$ cat src/rtl/move_packet_rx.sv
// Framed move-packet decoder: A5, count, x/y pairs, optional XOR checksum.
// Optional feature macro: MOVE_CSUM_EN (adds the trailing checksum byte and its check).
module move_packet_rx (
    input  logic       clk,
    input  logic       reset,
    input  logic [7:0] in_data,
    input  logic       in_valid,
    output logic       in_ready,
    output logic [5:0] x_1,
    output logic [5:0] y_1,
    output logic [5:0] x_2,
    output logic [5:0] y_2,
    output logic [1:0] move_count,
    output logic       move_valid,
    input  logic       move_ack,
    output logic       pkt_error,
    output logic [7:0] err_count
);

    localparam logic [7:0] HDR = 8'hA5;

`ifdef MOVE_CSUM_EN
    typedef enum logic [2:0] {IDLE, COUNT, X1, Y1, X2, Y2, CSUM, HOLD} state_t;
`else
    typedef enum logic [2:0] {IDLE, COUNT, X1, Y1, X2, Y2, HOLD} state_t;
`endif

    state_t     state;
    logic [1:0] cnt_r;
    logic [5:0] x1_r, y1_r, x2_r, y2_r;
`ifdef MOVE_CSUM_EN
    logic [7:0] csum_r;
`endif

    logic       accept;
    logic       is_coord;
    logic       bad;
    logic       commit;
    logic [5:0] c_y1, c_y2;

    // Coordinates are staged in shadow registers and only copied to the
    // outputs on a complete, valid packet, so a discarded packet never disturbs them.
    always_comb begin
        accept   = in_valid && in_ready;
        is_coord = state inside {X1, Y1, X2, Y2};
        bad      = 1'b0;
        commit   = 1'b0;
        c_y1     = (state == Y1) ? in_data[5:0] : y1_r;
        c_y2     = (state == Y2) ? in_data[5:0] : y2_r;
        if (accept) begin
            if (state == COUNT && !(in_data == 8'd1 || in_data == 8'd2))
                bad = 1'b1;
            if (is_coord && in_data > 8'd18)
                bad = 1'b1;
`ifdef MOVE_CSUM_EN
            if (state == CSUM) begin
                if (in_data == csum_r) commit = 1'b1;
                else                   bad    = 1'b1;
            end
`else
            if (in_data <= 8'd18 && ((state == Y1 && cnt_r == 2'd1) || state == Y2))
                commit = 1'b1;
`endif
        end
    end

    always_ff @(posedge clk) begin
        if (reset) begin
            state      <= IDLE;
            in_ready   <= 1'b0;
            move_valid <= 1'b0;
            pkt_error  <= 1'b0;
            err_count  <= '0;
            move_count <= '0;
            x_1        <= '0;
            y_1        <= '0;
            x_2        <= '0;
            y_2        <= '0;
            cnt_r      <= '0;
            x1_r       <= '0;
            y1_r       <= '0;
            x2_r       <= '0;
            y2_r       <= '0;
`ifdef MOVE_CSUM_EN
            csum_r     <= '0;
`endif
        end else begin
            in_ready  <= 1'b1;
            pkt_error <= bad;
            if (bad && err_count != 8'hFF)
                err_count <= err_count + 8'd1;

            if (accept && !bad) begin
                case (state)
                    COUNT:   cnt_r <= in_data[1:0];
                    X1:      x1_r  <= in_data[5:0];
                    Y1:      y1_r  <= in_data[5:0];
                    X2:      x2_r  <= in_data[5:0];
                    Y2:      y2_r  <= in_data[5:0];
                    default: ;
                endcase
            end
`ifdef MOVE_CSUM_EN
            if (accept)
                csum_r <= (state == IDLE) ? HDR : (csum_r ^ in_data);
`endif

            if (bad) begin
                state <= IDLE;
            end else if (commit) begin
                state      <= HOLD;
                in_ready   <= 1'b0;
                move_valid <= 1'b1;
                move_count <= cnt_r;
                x_1        <= x1_r;
                y_1        <= c_y1;
                x_2        <= (cnt_r == 2'd2) ? x2_r : 6'h3F;
                y_2        <= (cnt_r == 2'd2) ? c_y2 : 6'h3F;
            end else if (state == HOLD) begin
                if (move_valid && move_ack) begin
                    move_valid <= 1'b0;
                    state      <= IDLE;
                end else begin
                    in_ready <= 1'b0;
                end
            end else if (accept) begin
                case (state)
                    IDLE:    state <= (in_data == HDR) ? COUNT : IDLE;
                    COUNT:   state <= X1;
                    X1:      state <= Y1;
                    X2:      state <= Y2;
`ifdef MOVE_CSUM_EN
                    Y1:      state <= (cnt_r == 2'd2) ? X2 : CSUM;
                    Y2:      state <= CSUM;
`else
                    Y1:      state <= X2;
`endif
                    default: state <= IDLE;
                endcase
            end
        end
    end

endmodule

$ cat config.mk
export PLATFORM = sky130hd
export DESIGN_NAME = move_packet_rx
export DESIGN_NICKNAME = d
export VERILOG_FILES = /design/src/rtl/move_packet_rx.sv
export SDC_FILE = /design/constraint.sdc
export NUM_CORES = 1
export LEC_CHECK = 0
export CAP_MARGIN = 10
export CORE_UTILIZATION = 40
export CTS_CLUSTER_DIAMETER = 60
export CTS_CLUSTER_SIZE = 14
export DETAILED_ROUTE_END_ITERATION = 12
export HOLD_SLACK_MARGIN = 0.08
export PLACE_DENSITY_LB_ADDON = 0.3
export SYNTH_ARGS = -nofsm -noshare
export SYNTH_HDL_FRONTEND = slang
export SYNTH_SLANG_ARGS = --single-unit
$ cat constraint.sdc
create_clock -name clk -period 5.3 [get_ports clk]
set_clock_uncertainty 0.1 [all_clocks]
set_input_delay 1.06 -clock clk [delete_from_list [all_inputs] [get_ports clk]]
set_output_delay 1.06 -clock clk [all_outputs]
set_load 0.05 [all_outputs]
==> results.ini <==
[grt]
antenna_found_initial = 0
grt_pass1_vias = 2180
grt_start_max_net_pins = 46
grt_pass1_wl_um = 10500
track_usage = 0.182
grt-ovfl-total = 0

[sta]
hold_viol = 0
tns_ns = 0
worst_pin_slew_ns = 0.800
rsz0062_at_grt = no
finalMaxSlewViolations = 0
maxSlewHeadroom = 0.453
final.min_clock_period_ns = 3.70
min_period_over_period = 0.698
fmax_mhz = 270
setup_violations = 0

[clocking]
clkTransAtPathRegs_ns = 0.07
clock_latency_ns = 0.34
root_buffer = clkbuf_8
cts_buffers = 9
cts_resized = 0
cts_tree = yes
cts_setup_buffers = 0
cts_sinks = 66
clockBufferDepth = 2
ctsHoldBuffers = 0
htreeDepth = 3

[logic_synthesis]
synth_area_per_cell_um2 = 9.18
synth_top_flop_cell = dfxtp_1
synthesis.area_um2 = 2870
syn_nets = 326
synth.distinct_cells = 48
yosysTopAreaCellShare = 0.460
ys_warn_count = 0
synth_edf_count = 0
syn_inst = 313
yosysSeqAreaShare = 0.460
yosys-top-cells-area = dfxtp_1 (46%), mux2i_1 (11%), nor2_1 (6.4%)
yosys.area.top_type = dfxtp_1
ys_ff_latch = 66
async_reset_ff_frac = 0

[power]
ir_drop_uv = 119
clkPwrFrac = 0.491
powerDensity_nw_per_um2 = 298
swShare = 0.209
p_switching_w = 0.000226
p_seq_frac = 0.465
leakagePower_nw = 1.31
comb_power_share = 0.044
p_int_w = 0.000855

[cells_and_area]
layout_common_cells = dfxtp_1 (66), nor2_1 (49), clkdlybuf4s50_1 (47)
nets = 363
area_growth_pct = 26.3
final.fill_count = 647
final_common_cell = dfxtp_1
final_util = 0.528
layout-drive-gt1-share = 0.0845
layout.area.seq_um2 = 1320
multiInputGateArea_um2 = 1440
diodes = 0

[routing]
wl_met1_um = 3170
via_per_inst = 5.24
drtIter0Drc = 91
drt-total-wl_um = 6250
routedWlPerCell_um = 13.9
final_antenna_net_count = 0
dr_wl_met2_um = 2710
drcViolationCount = 0
routed.top_layer = met4
dr_wl_met3_um = 242
first_pass_iters = 4
dr_total_vias = 2363

[die]
core-area_um2 = 6870
rows = 30
die_area_um2 = 7520
die_h_um = 86.7
die_x_um = 86.7
io_pins = 49
initial_core_util = 0.418

[worst_setup_path]
required_ns = 5.45
critical_path_class = in -> reg
cp_data_arrival_time_ns = 3.85
worst_setup_path_start_kind = input port
crit_fanout = 24
endpoint_kind = flip-flop

[outcome]
outcome = finished, final reports clean

[min_path]
holdCritPathClass = reg -> reg

[flow_run]
maxCapViolCount = 0

[place]
place.port_buffers = 48
gp_congestion = 0.791
dp_hpwl_um = 4240

stage by stage:
stage                     setup WS, ns  instances  cell area, um2  hold slack, ns  total power, W
after global routing              1.33        451            3630           0.372         0.00112
after floorplan                   2.28        313            2870           0.327        0.000544
final                             1.60        451            3630           0.354         0.00108
after global placement            1.37        435            3380           0.338        0.000560
after CTS                         1.59        451            3630           0.358         0.00109
after detailed placement          1.22        435            3380           0.345        0.000561
synthesized netlist by cell type, types with 2 or more instances:
| master | n |
|---|---|
| a211oi_1 | 11 |
| a21oi_1 | 15 |
| a311oi_1 | 7 |
| a31o_2 | 3 |
| and3_1 | 5 |
| buf_2 | 7 |
| buf_6 | 2 |
| clkbuf_1 | 15 |
| dfxtp_1 | 66 |
| inv_1 | 2 |
| mux2_2 | 2 |
| mux2i_1 | 31 |
| nand2_1 | 25 |
| nand2b_1 | 6 |
| nand3_1 | 2 |
| nand4_1 | 5 |
| nor2_1 | 49 |
| nor2b_1 | 7 |
| nor3_1 | 16 |
| nor3b_1 | 4 |
| o211ai_1 | 3 |
| o21ai_0 | 3 |
| xor2_1 | 2 |
kinds of logic (layout without fill, tap and decap cells):
logic type / after synthesis / after routing / share of synthesized area
xor gates and xnor gates: 3 / 3 / 0.00915
adders and majority gates: 1 / 1 / 0.00435
AOI/OAI and AO/OA: 55 / 55 / 0.142
and+or+nand+nor: 129 / 129 / 0.226
DFF: 66 / 66 / 0.460
muxes: 33 / 33 / 0.116
buffers and inverters: 26 / 68 / 0.0422
routing by layer:
| metal | vias up | track usage |
|---|---|---|
| met4 | 0 | 0.0909 |
| met2 | 45 | 0.271 |
| met1 | 1108 | 0.247 |
| li1 | 1199 | - |
| met3 | 11 | 0.0429 |
| met5 | - | 0 |
sequential cells by signal, indices dropped and copies added (netlist names), 2 cells and up:
register    flops
x2_r            6
y1_r            6
move_count      2
x_2             6
y_2             6
y_1             6
state           3
y2_r            6
x1_r            6
err_count       8
x_1             6
cnt_r           2
path summary, 6_finish.rpt:
kind	start	endpoint	slack, ns	cells after the start
setup / recovery	in_data[1]	y_1[2]	1.60	7
hold / removal	x1_r[5]	x_1[5]	0.35	2
setup reg to reg	state[1]	y_1[2]	2.84	6
hold reg to reg	x1_r[5]	x_1[5]	0.35	2
worst max-delay path: stages:
cell	delay (ns)
clkdlybuf4s50_1	0.59
a211o_1	0.38
a2111o_1	0.58
nor3_4	0.55
buf_4	0.36
nor2_1	0.07
a211oi_1	0.24
final cells by class:
| class | count | area share |
|---|---|---|
| Multi-Input combinational cell | 221 | 0.396 |
| Sequential cell | 66 | 0.364 |
| Timing Repair Buffer | 50 | 0.135 |
| Clock buffer | 12 | 0.0428 |
| Tap cell | 96 | 0.0331 |
| Clock inverter | 4 | 0.0269 |
| Inverter | 2 | 0.00207 |
power groups by stage:
stage | Clock (W) | Combinational [W] | Sequential (W)
global placement | 0 | 0.0000469 | 0.000513
floorplan | 0 | 0.0000299 | 0.000514
global route | 0.000563 | 0.0000522 | 0.000503
finish | 0.000530 | 0.0000476 | 0.000502
detailed placement | 0 | 0.0000477 | 0.000514
CTS | 0.000538 | 0.0000479 | 0.000502
Note: power is estimated with default switching activity, not from simulation.
